## src/rtl/dct_gram_pingpong.sv

```systemverilog
// Ping-pong controller for the two 64-word intermediate G RAMs of the 2-D DCT.
// The row pass fills one bank while the column pass drains the other in transposed order.
module dct_gram_pingpong #(
   parameter int TRANSPOSE = 1,
   parameter int DW        = 24
) (
   input  logic          clk_in,
   input  logic          rst,
   input  logic          wr_req,
   input  logic [DW-1:0] wr_data,
   output logic          wr_rdy,
   input  logic          rd_req,
   output logic          rd_rdy,
   output logic [DW-1:0] rd_data,
   output logic          rd_valid,
   output logic          blk_done,
   output logic          wr_err,
   output logic          ram0_cs,
   output logic          ram1_cs,
   output logic          ram0_rnw,
   output logic          ram1_rnw,
   output logic [5:0]    ram0_add,
   output logic [5:0]    ram1_add,
   output logic [DW-1:0] ram_wr_data,
   input  logic [DW-1:0] ram0_rd_data,
   input  logic [DW-1:0] ram1_rd_data
);

   typedef enum logic [1:0] {EMPTY, FILLING, FULL, DRAINING} bank_st_e;

   bank_st_e   st_q [2];
   bank_st_e   st_d [2];
   logic       wbank_q, wbank_d;
   logic       rbank_q, rbank_d;
   logic       rsel_q, rsel_d;
   logic       rd_valid_q, rd_valid_d;
   logic [5:0] wcnt_q, wcnt_d;
   logic [5:0] rcnt_q, rcnt_d;
   logic [5:0] raddr;
   logic       wr_acc, rd_acc, wr_last, rd_last;

   // Readiness depends only on registered state, so no req-to-rdy paths exist.
   assign wr_rdy  = (st_q[wbank_q] == EMPTY) || (st_q[wbank_q] == FILLING);
   assign rd_rdy  = (st_q[rbank_q] == FULL)  || (st_q[rbank_q] == DRAINING);
   assign wr_acc  = wr_req & wr_rdy;
   assign rd_acc  = rd_req & rd_rdy;
   assign wr_last = wr_acc && (wcnt_q == 6'd63);
   assign rd_last = rd_acc && (rcnt_q == 6'd63);
   assign raddr   = (TRANSPOSE != 0) ? {rcnt_q[2:0], rcnt_q[5:3]} : rcnt_q;

   assign blk_done    = rd_last;
   assign wr_err      = wr_req & ~wr_rdy;
   assign ram_wr_data = wr_data;
   assign rd_valid    = rd_valid_q;
   assign rd_data     = rsel_q ? ram1_rd_data : ram0_rd_data;

   always_ff @(posedge clk_in or negedge rst) begin
      if (!rst) begin
         st_q[0]    <= EMPTY;
         st_q[1]    <= EMPTY;
         wbank_q    <= 1'b0;
         rbank_q    <= 1'b0;
         rsel_q     <= 1'b0;
         rd_valid_q <= 1'b0;
         wcnt_q     <= 6'd0;
         rcnt_q     <= 6'd0;
      end else begin
         st_q[0]    <= st_d[0];
         st_q[1]    <= st_d[1];
         wbank_q    <= wbank_d;
         rbank_q    <= rbank_d;
         rsel_q     <= rsel_d;
         rd_valid_q <= rd_valid_d;
         wcnt_q     <= wcnt_d;
         rcnt_q     <= rcnt_d;
      end
   end

   // Writer and reader always own different banks, so both updates can apply at once.
   always_comb begin
      st_d[0]    = st_q[0];
      st_d[1]    = st_q[1];
      wbank_d    = wbank_q;
      rbank_d    = rbank_q;
      rsel_d     = rsel_q;
      wcnt_d     = wcnt_q;
      rcnt_d     = rcnt_q;
      rd_valid_d = rd_acc;
      if (wr_acc) begin
         wcnt_d = wcnt_q + 6'd1;
         if (wr_last) begin
            st_d[wbank_q] = FULL;
            wbank_d       = ~wbank_q;
         end else begin
            st_d[wbank_q] = FILLING;
         end
      end
      if (rd_acc) begin
         rcnt_d = rcnt_q + 6'd1;
         rsel_d = rbank_q;
         if (rd_last) begin
            st_d[rbank_q] = EMPTY;
            rbank_d       = ~rbank_q;
         end else begin
            st_d[rbank_q] = DRAINING;
         end
      end
   end

   always_comb begin
      ram0_cs  = 1'b0;
      ram0_rnw = 1'b1;
      ram0_add = 6'd0;
      ram1_cs  = 1'b0;
      ram1_rnw = 1'b1;
      ram1_add = 6'd0;
      if (rd_acc) begin
         if (rbank_q) begin
            ram1_cs  = 1'b1;
            ram1_add = raddr;
         end else begin
            ram0_cs  = 1'b1;
            ram0_add = raddr;
         end
      end
      if (wr_acc) begin
         if (wbank_q) begin
            ram1_cs  = 1'b1;
            ram1_rnw = 1'b0;
            ram1_add = wcnt_q;
         end else begin
            ram0_cs  = 1'b1;
            ram0_rnw = 1'b0;
            ram0_add = wcnt_q;
         end
      end
   end

endmodule

```

## config.mk

```make
export PLATFORM = sky130hd
export DESIGN_NAME = dct_gram_pingpong
export DESIGN_NICKNAME = d
export VERILOG_FILES = /design/src/rtl/dct_gram_pingpong.sv
export SDC_FILE = /design/constraint.sdc
export NUM_CORES = 1
export LEC_CHECK = 0
export CAP_MARGIN = 20
export CORE_MARGIN = 10
export CORE_UTILIZATION = 32
export CTS_CLUSTER_DIAMETER = 80
export DETAILED_ROUTE_END_ITERATION = 12
export GPL_ROUTABILITY_DRIVEN = 0
export PLACE_DENSITY = 0.89
export SLEW_MARGIN = 30
export SYNTH_ARGS = -nofsm -noshare
export SYNTH_HDL_FRONTEND = slang
export SYNTH_SLANG_ARGS = --single-unit
```

## constraint.sdc

```tcl
create_clock -name clk_in -period 2.5 [get_ports clk_in]
set_input_delay 0.5 -clock clk_in [delete_from_list [all_inputs] [get_ports clk_in]]
set_output_delay 0.5 -clock clk_in [all_outputs]
set_load 0.005 [all_outputs]
```

==> run metrics <==
status=finished, final reports clean; post-route setup TNS=0 ps; YS warnings=0; port bufs=96; Worst R2R End=rbank_q; clock slew at reported path FFs=roughly 70 ps; hold path start=wcnt_q[4]; adder-cell share of the synthesized area=0.0170; Worst R2R Start=rcnt_q[0]; Die X=about 90 um; Post-Syn Nets=roughly 220; Post-Synthesis Cell Area=between 1000 and 1500 sq um; post-synth top area cell=dfrtp_1; Worst-Margin Slew=around 290 ps; Hold Vio Cnt, Final=0; CTS root buf=clkbuf_8; Synth Area in XOR/XNOR=0.0596; drt pass-1 iters=4; via count=approximately 1400; register-to-register setup slack=1090 ps; Worst Hold Depth=1; WHS=roughly 530 ps; critical path arrival=between 1500 and 2000 ps; library cells used by synthesis=26; most common cell after layout, fill and taps aside=clkdlybuf4s50_1; WL/cell=approximately 19 um; DRT Wirelength=between 5 and 6 mm; fmax=between 400 and 500 MHz; most frequent cells in the layout=83 x clkdlybuf4s50_1, 25 x mux2_2, 18 x dfrtp_1; Die ar.=between 7000 and 8000 sq um; clock sink count=18; Core ar.=4410 sq um; Finished Core Util=0.550; layout cells sized above 1=0.233; Worst Setup Path Type=in2out; clk_skew=roughly 2.0 ps; Synth Area in Simple Gates=0.131; worst vdd ir=around 0.00045 V; clk_lat worst skew=between 200 and 300 ps; synthesized instance count=roughly 140; I/O Pins=approximately 150; max cap viols=0; layout overhead on the synthesized area=65.2%; Initial Util=0.333; sequential area share after synthesis=0.307; Ant. Diodes=0; Worst Setup SP=wr_req; antenna viol nets, final=0; drt first-iter violations=between 80 and 90; EDFF count, synth=0; share of the synthesized area in the top cell type=0.307; fin nets=approximately 300; Pleak=roughly 0.0011 uW; total global-route track usage=0.124; CP required=2000 ps; HP Class=reg2reg; first-pass GRT wire length=~7.7 mm; met3 wire length=approximately 760 um; # fillers=395; Startpoint Class=primary input; Worst Hold End=wcnt_q[4]; CTS Hold Bufs=0; reg2reg path depth=4; main area contributors after synthesis=dfrtp_1 31%, mux2_2 19%, buf_4 13%, a22o_1 7.8%, xnor2_1 5.4%; H-tree Lvls=1; CTS Buf Count=3; max_slew headroom=0.804; TritonCTS clock tree=built; worst-path fanout max=8; #FFs+latches synth=18; vias per cell=around 5.0; critical path endpoint category=output port; mux contribution to synthesized area=0.227; Post-synth top flop=dfrtp_1; clk buf depth=2; M1 WL=approximately 1.8 mm; Post-Layout Cell Count=approximately 280; post-DP HPWL=4.56 mm; Placement Setup Slack=-76.0 ps; fin. max-slew vios=0; final setup fails=0; initial antenna violation count=0; Period minus WS final=roughly 2500 ps; Compound-Gate Fraction of Synth Area=0.0997; Power per Cell Area=between 500 and 600 nW/um^2; drt drc=0; Cells after DPL=between 200 and 300; largest net degree at the start of global routing=19; GRT overflow=0; die height=slightly below 90 um; RSZ-0062 raised after global routing=no; row count=24; Final Cycle Share=0.982; number of global-route vias before repair=1397; asr flop ratio synth=1.00; Max Used Layer=met4; final setup margin=44.5 ps; met2 wire len=between 2 and 3 mm; syn avg cell area=10.4 sq um; main combinational cell family by area after synthesis=multiplexers
critical path, cell delays in order:
cell and delay, ps:
clkdlybuf4s50_1 520, and3b_2 290, a22o_1 140, clkdlybuf4s50_1 500
routing by layer:
| metal | vias up | global-route usage |
|---|---|---|
| li1 | 645 | - |
| met1 | 626 | 0.126 |
| met2 | 88 | 0.224 |
| met3 | 4 | 0.0659 |
| met4 | 0 | 0.0130 |
| met5 | - | 0 |
cells in the mapped netlist, drive strengths merged (3+ instances only):
library cell and n:
a22o 13, buf 31, and2 4, dfrtp 18
nand4 5, xnor2 9, nand2 3, and3 4
inv 4, nand3 4, mux2 27
report_power, final:
part | total (uW) | internal [uW] | switching [uW]
registers | 460 | 360 | 100
clock network | 235 | 140 | 95.1
logic | 555 | 362 | 193
kinds of logic after synthesis:
| group | Yosys count |
|---|---|
| buffers and inverters | 35 |
| AND/OR/NAND/NOR | 30 |
| multiplexers | 28 |
| AO/OA/AOI/OAI | 18 |
| flip-flops | 18 |
| XOR/XNOR | 10 |
| adder cells (fa/ha/maj) | 2 |
per-stage QoR:
step	instance area, sq um	total power [uW]
final	2430	1250
after floorplan	1470	734
after detailed placement	2360	1050
after global routing	2430	1340
after global placement	2360	1040
after CTS	2410	1270
sequential cells by signal, indices dropped and copies added, names as in the netlist:
register and flops:
rbank_q 1, rcnt_q 6, rd_valid 1, rsel_q 1, st_q 2, wbank_q 1
wcnt_q 6
worst max-delay path by stage:
stage / end / slack [ps]
after floorplan: ram1_cs / 790
after global placement: ram1_cs / -50
after detailed placement: ram1_add[4] / -80
after CTS: ram1_add[5] / 8
after global routing: ram1_add[1] / 9
final: ram1_add[1] / 40
what timing repair did:
item                                    in CTS  in global routing
endpoints found under the setup margin      14                  4
resized for setup                           12                  3
buffers inserted                             1                  1
pin swaps                                    0                  0
area by class of cell:
type,instances,area (sq um),share of cell area
clock buffers,4,55.1,0.0227
inverters,4,15.0,0.00619
multi-input cells,88,788,0.325
flip-flops and latches,18,450,0.186
well taps,52,65.1,0.0268
repair buffers,109,1050,0.434
Power figures use the tool's default switching activity.
